File: src/rtl/aurora_rx_pkg.sv
// rtl/aurora_rx_pkg.sv - shared types and helpers for the Aurora RX packer
package aurora_rx_pkg;

    typedef enum logic [1:0] {
        IDLE = 2'd0,
        PACK = 2'd1,
        DROP = 2'd2
    } state_t;

    function automatic int nwords_width(input int ratio);
        return $clog2(ratio) + 1;
    endfunction

endpackage

File: src/rtl/sat_counter.sv
// rtl/sat_counter.sv - saturating event counter with synchronous clear
module sat_counter #(
    parameter int CNT_W = 16
) (
    input  logic             clk,
    input  logic             rst,
    input  logic             inc,
    input  logic             clr,
    output logic [CNT_W-1:0] cnt
);

    // Clear has priority, so an increment coinciding with clear is lost.
    always_ff @(posedge clk) begin
        if (rst || clr) begin
            cnt <= '0;
        end else if (inc && (cnt != {CNT_W{1'b1}})) begin
            cnt <= cnt + 1'b1;
        end
    end

endmodule

File: src/rtl/aurora_rx_packer.sv
// rtl/aurora_rx_packer.sv - packs LocalLink RX beats into wide framed FIFO words
module aurora_rx_packer
    import aurora_rx_pkg::*;
#(
    parameter int WIDTH = 32,
    parameter int RATIO = 4,
    parameter int CNT_W = 16
) (
    input  logic                              clk,
    input  logic                              rst,
    input  logic                              link_active,
    input  logic [WIDTH-1:0]                  rx_d,
    input  logic                              rx_src_rdy_n,
    input  logic                              rx_sof_n,
    input  logic                              rx_eof_n,
    input  logic                              clr_stats,
    output logic [WIDTH*RATIO-1:0]            fifo_data_o,
    output logic [nwords_width(RATIO)-1:0]    fifo_nwords_o,
    output logic                              fifo_first_o,
    output logic                              fifo_last_o,
    output logic                              fifo_wren_o,
    input  logic                              fifo_full_i,
    output logic [CNT_W-1:0]                  drop_cnt_o,
    output logic [CNT_W-1:0]                  ferr_cnt_o,
    output logic                              overflow_o
);

    localparam int NW = nwords_width(RATIO);
    localparam int DW = WIDTH * RATIO;

    state_t          state, state_n;
    logic [NW-1:0]   idx, idx_n;
    logic [DW-1:0]   acc, acc_n;
    logic            first_pend, first_pend_n;

    logic            beat, sof, eof;
    logic            cmp, flush, wr, drop_inc, ferr_inc;
    logic [DW-1:0]   cmp_data, lane_word, lane0_word;
    logic [NW-1:0]   cmp_nw;
    logic            cmp_first, cmp_last;

    assign beat = link_active && !rx_src_rdy_n;
    assign sof  = !rx_sof_n;
    assign eof  = !rx_eof_n;

    always_comb begin
        state_n      = state;
        idx_n        = idx;
        acc_n        = acc;
        first_pend_n = first_pend;
        cmp          = 1'b0;
        flush        = 1'b0;
        cmp_data     = '0;
        cmp_nw       = '0;
        cmp_first    = 1'b0;
        cmp_last     = 1'b0;
        ferr_inc     = 1'b0;

        lane0_word            = '0;
        lane0_word[WIDTH-1:0] = rx_d;
        lane_word             = (idx == '0) ? '0 : acc;
        lane_word[int'(idx)*WIDTH +: WIDTH] = rx_d;

        if (beat) begin
            if (state == PACK && sof) begin
                ferr_inc = 1'b1;
                if (idx != '0) begin
                    cmp       = 1'b1;
                    flush     = 1'b1;
                    cmp_data  = acc;
                    cmp_nw    = idx;
                    cmp_first = first_pend;
                    cmp_last  = 1'b1;
                end
            end

            if (sof && flush && eof) begin
                // Only one word can be written per cycle: the flush wins and the
                // colliding single-beat frame is discarded.
                state_n      = IDLE;
                idx_n        = '0;
                acc_n        = '0;
                first_pend_n = 1'b0;
            end else if (sof) begin
                if (eof || RATIO == 1) begin
                    cmp          = 1'b1;
                    cmp_data     = lane0_word;
                    cmp_nw       = NW'(1);
                    cmp_first    = 1'b1;
                    cmp_last     = eof;
                    state_n      = eof ? IDLE : PACK;
                    idx_n        = '0;
                    acc_n        = '0;
                    first_pend_n = 1'b0;
                end else begin
                    state_n      = PACK;
                    idx_n        = NW'(1);
                    acc_n        = lane0_word;
                    first_pend_n = 1'b1;
                end
            end else begin
                case (state)
                    IDLE: ferr_inc = 1'b1;
                    DROP: if (eof) state_n = IDLE;
                    PACK: begin
                        if (idx == NW'(RATIO - 1) || eof) begin
                            cmp          = 1'b1;
                            cmp_data     = lane_word;
                            cmp_nw       = idx + 1'b1;
                            cmp_first    = first_pend;
                            cmp_last     = eof;
                            state_n      = eof ? IDLE : PACK;
                            idx_n        = '0;
                            acc_n        = '0;
                            first_pend_n = 1'b0;
                        end else begin
                            idx_n = idx + 1'b1;
                            acc_n = lane_word;
                        end
                    end
                    default: state_n = IDLE;
                endcase
            end
        end

        wr       = cmp && !fifo_full_i;
        drop_inc = cmp && fifo_full_i;
        // A flushed word closes the old frame; the new one keeps packing.
        if (drop_inc && !flush) begin
            state_n = cmp_last ? IDLE : DROP;
        end
    end

    always_ff @(posedge clk) begin
        if (rst || !link_active) begin
            state         <= IDLE;
            idx           <= '0;
            acc           <= '0;
            first_pend    <= 1'b0;
            fifo_data_o   <= '0;
            fifo_nwords_o <= '0;
            fifo_first_o  <= 1'b0;
            fifo_last_o   <= 1'b0;
            fifo_wren_o   <= 1'b0;
        end else begin
            state       <= state_n;
            idx         <= idx_n;
            acc         <= acc_n;
            first_pend  <= first_pend_n;
            fifo_wren_o <= wr;
            if (wr) begin
                fifo_data_o   <= cmp_data;
                fifo_nwords_o <= cmp_nw;
                fifo_first_o  <= cmp_first;
                fifo_last_o   <= cmp_last;
            end
        end
    end

    always_ff @(posedge clk) begin
        if (rst || clr_stats) begin
            overflow_o <= 1'b0;
        end else if (drop_inc) begin
            overflow_o <= 1'b1;
        end
    end

    sat_counter #(.CNT_W(CNT_W)) u_drop_cnt (
        .clk (clk),
        .rst (rst),
        .inc (drop_inc),
        .clr (clr_stats),
        .cnt (drop_cnt_o)
    );

    sat_counter #(.CNT_W(CNT_W)) u_ferr_cnt (
        .clk (clk),
        .rst (rst),
        .inc (ferr_inc),
        .clr (clr_stats),
        .cnt (ferr_cnt_o)
    );

endmodule

File: config.mk
export PLATFORM = sky130hd
export DESIGN_NAME = aurora_rx_packer
export DESIGN_NICKNAME = d
export VERILOG_FILES = /design/src/rtl/aurora_rx_pkg.sv /design/src/rtl/sat_counter.sv /design/src/rtl/aurora_rx_packer.sv
export SDC_FILE = /design/constraint.sdc
export NUM_CORES = 1
export LEC_CHECK = 0
export ABC_AREA = 1
export CORE_MARGIN = 5
export CORE_UTILIZATION = 51
export DETAILED_ROUTE_END_ITERATION = 8
export GPL_TIMING_DRIVEN = 1
export PLACE_DENSITY = 0.82
export SLEW_MARGIN = 0
export SYNTH_ARGS = -nofsm -noshare
export SYNTH_HDL_FRONTEND = slang
export SYNTH_HIERARCHICAL = 1
export SYNTH_SLANG_ARGS = --single-unit
export TNS_END_PERCENT = 5
File: constraint.sdc
create_clock -name clk -period 3.1 [get_ports clk]
set_input_delay 0.62 -clock clk [delete_from_list [all_inputs] [get_ports clk]]
set_output_delay 0.62 -clock clk [all_outputs]
set_load 0.01 [all_outputs]
==> metrics <==
Final GP Congestion 0.9989; Highest Clock Rate 0.3494 GHz; element type at the critical path end register; I/O Buffers 206; Setup Skew 0.01493 ns; minimum clock period 2.862 ns; 1st-iter DRT viols 2433; vias per inst 5.904; CTS Sinks 301; hold-fix buffers at CTS 0; CP Cell Sequence inv_1, ha_1, ha_1, nand2_1, inv_1, nand2_1, o21ai_0, nand2_1, nand2_1, nor2_1, nor2_1; delay-heaviest family, CP simple AND/OR/NAND/NOR gates; leakage power 7.389 nW; Buf/Inv on CP 2; Placed Instances 2977; r2r worst-path depth 11; final-layout fill cell count 2689; largest net degree at the start of global routing 146; Min-Delay Path Depth 2; post-route ant nets 0; die outline width 186.5 µm; Multi-input gate area 8558 µm²; Avg Cell Area, Syn 6.364 µm²; postcts setup bufs 0; fin nets 2665; Reg clk slew, reported paths 0.06 ns; vias in the first global route 17010; first-pass GRT wire length 88620 µm; die height 186.5 µm; Cell Area, Placed 18250 µm²; H-Tree Level Count 2; DP Worst Slack 0.2898 ns; worst setup margin 0.2381 ns; Tcrit/Tclk final 92.32%; post-synth cell types 35; fin area 19420 µm²; Slew Viols, Final 0; n_diodes 0; setup TNS 0 ns; CP max stage cell o21ai_0; clock buffer count from CTS 34; PwrDens 450.2 nW/µm²; Root Buffer clkbuf_16; row count 64; io pins 207; Crit. path cell count 11; Worst Tran Pin Value 0.7609 ns; most frequent cells in the layout nand2_1, dfxtp_1, nor2_1; total grt overflow 0; Hold Crit Class register to register; Layout Cells excl Fill 3038; share of layout cells above drive strength 1 6.321%; gr usage total 30.09%; syn_nets 2545; Storage cell area 6026 µm²; startpoint class of the critical path register; die area 34790 µm²; DRC viols 0; synthesis-to-layout area growth 22.20%; DP HPWL 36600 µm; critical path required time 3.55 ns; CTS Buffer Depth 3; Fin. Hold Viols 0; Worst EP arrival 3.31 ns; Synth Register Bits 301; Routed WL 55910 µm; MaxCap Viol Count 0; Worst-Skew Late Latency 0.52 ns; DR pass1 iterations 6; Synth Instances 2497; RSZ-0062 raised after global routing no; commonest non-fill, non-tap cell in the layout nand2_1; Max VDD drop 352.0 µV; Mapped Area 15890 µm²; crit path max fanout 17; Final setup viols 0; Synth Warn # 6; overall power 0.008743 W; most used cell along the critical path nand2_1; via count 17940; Starting Density 51.82%; post-CTS sizing 0; wire per inst 18.40 µm; Core Area 30670 µm²; slew margin rel. 49.27%; status finished clean; initial antenna violation count 2; kind of critical path register to register; max incr delay on CP 0.48 ns; CTS tree built; post-synthesis sequential area ratio 37.92%
## synthesized netlist by cell type, drive strengths merged
cell     count  share of area [%]
nand2      792                 19
dfxtp      301                 38
nor2       282                7.3
nand3      256                8.1
o21ai      255                8.1
a21oi      164                5.2
inv        132                3.1
clkbuf     113                2.7
buf         70                2.5
o22ai       38                1.5
o211ai      28                1.3
a32oi       19                1.0
nand4       13               0.63
a22oi        8               0.38
ha           8               0.63
nor3         6               0.26
clkinv       4              0.094
a21boi       2              0.094
a31oi        2              0.079
o221ai       2               0.11
o2111ai      1              0.055
o21a         1              0.047
## worst min-delay path, cell delays in order, from the launching register on
cell and delay (ns):
dfxtp_1 0.31, nand2_1 0.06, nand2_1 0.04
## routing by layer
| metal | GRT usage, % | share of wire, % |
|---|---|---|
| met1 | 38.71 | 38 |
| met3 | 7.156 | 12 |
| met4 | 14.46 | 5.0 |
| met5 | 0 | 0.061 |
| met2 | 47.72 | 45 |
## stage by stage
stage / utilization, % / hold slack [ns]
floorplan: - / 0.4236
global placement: 59.51 / 0.4363
detailed placement: 59.51 / 0.4401
CTS: 63.32 / 0.4507
global route: 63.32 / 0.4702
finish: 63.32 / 0.4476
## registers in the layout, indices dropped and copies added (netlist names), 2 cells and up
register / flops
acc: 128
fifo_data_o: 128
fifo_nwords_o: 3
idx: 3
state: 2
u_drop_cnt/cnt: 16
u_ferr_cnt/cnt: 16
## final timing paths
| path | startpoint | to | slack (ns) |
|---|---|---|---|
| worst min-delay path | fifo_data_o[12]$_SDFFE_PP0P_ | fifo_data_o[12]$_SDFFE_PP0P_ | 0.45 |
| worst max-delay path | idx[1]$_SDFFE_PP0P_ | fifo_data_o[113]$_SDFFE_PP0P_ | 0.24 |
| worst max register to register | idx[1]$_SDFFE_PP0P_ | fifo_data_o[113]$_SDFFE_PP0P_ | 0.24 |
| worst min register to register | fifo_data_o[12]$_SDFFE_PP0P_ | fifo_data_o[12]$_SDFFE_PP0P_ | 0.45 |
## cells by family (layout without fill, tap and decap cells)
family	Yosys count	count (layout)	synth area share (%)
adder cells (fa/ha/maj)	8	8	0.6299
buffers and inverters	319	464	8.425
flip-flops	301	301	37.92
AND/OR/NAND/NOR	1349	1349	35.15
AO/OA/AOI/OAI	520	520	17.87
## area by class of cell
class                           instances  area share (%)
Timing Repair Buffer                  267           13.68
Clock inverter                         16           1.115
Inverter                              136           2.642
Clock buffer                           45           4.909
Sequential cell                       301           31.03
Tap cell                              396           2.551
Multi-Input combinational cell       1877           44.07
## power by group
group	internal, W	switching, W
logic	0.000169	0.000408
clock network	0.00259	0.00169
registers	0.00388	0.00000782
Note: power is estimated with default switching activity, not from simulation.
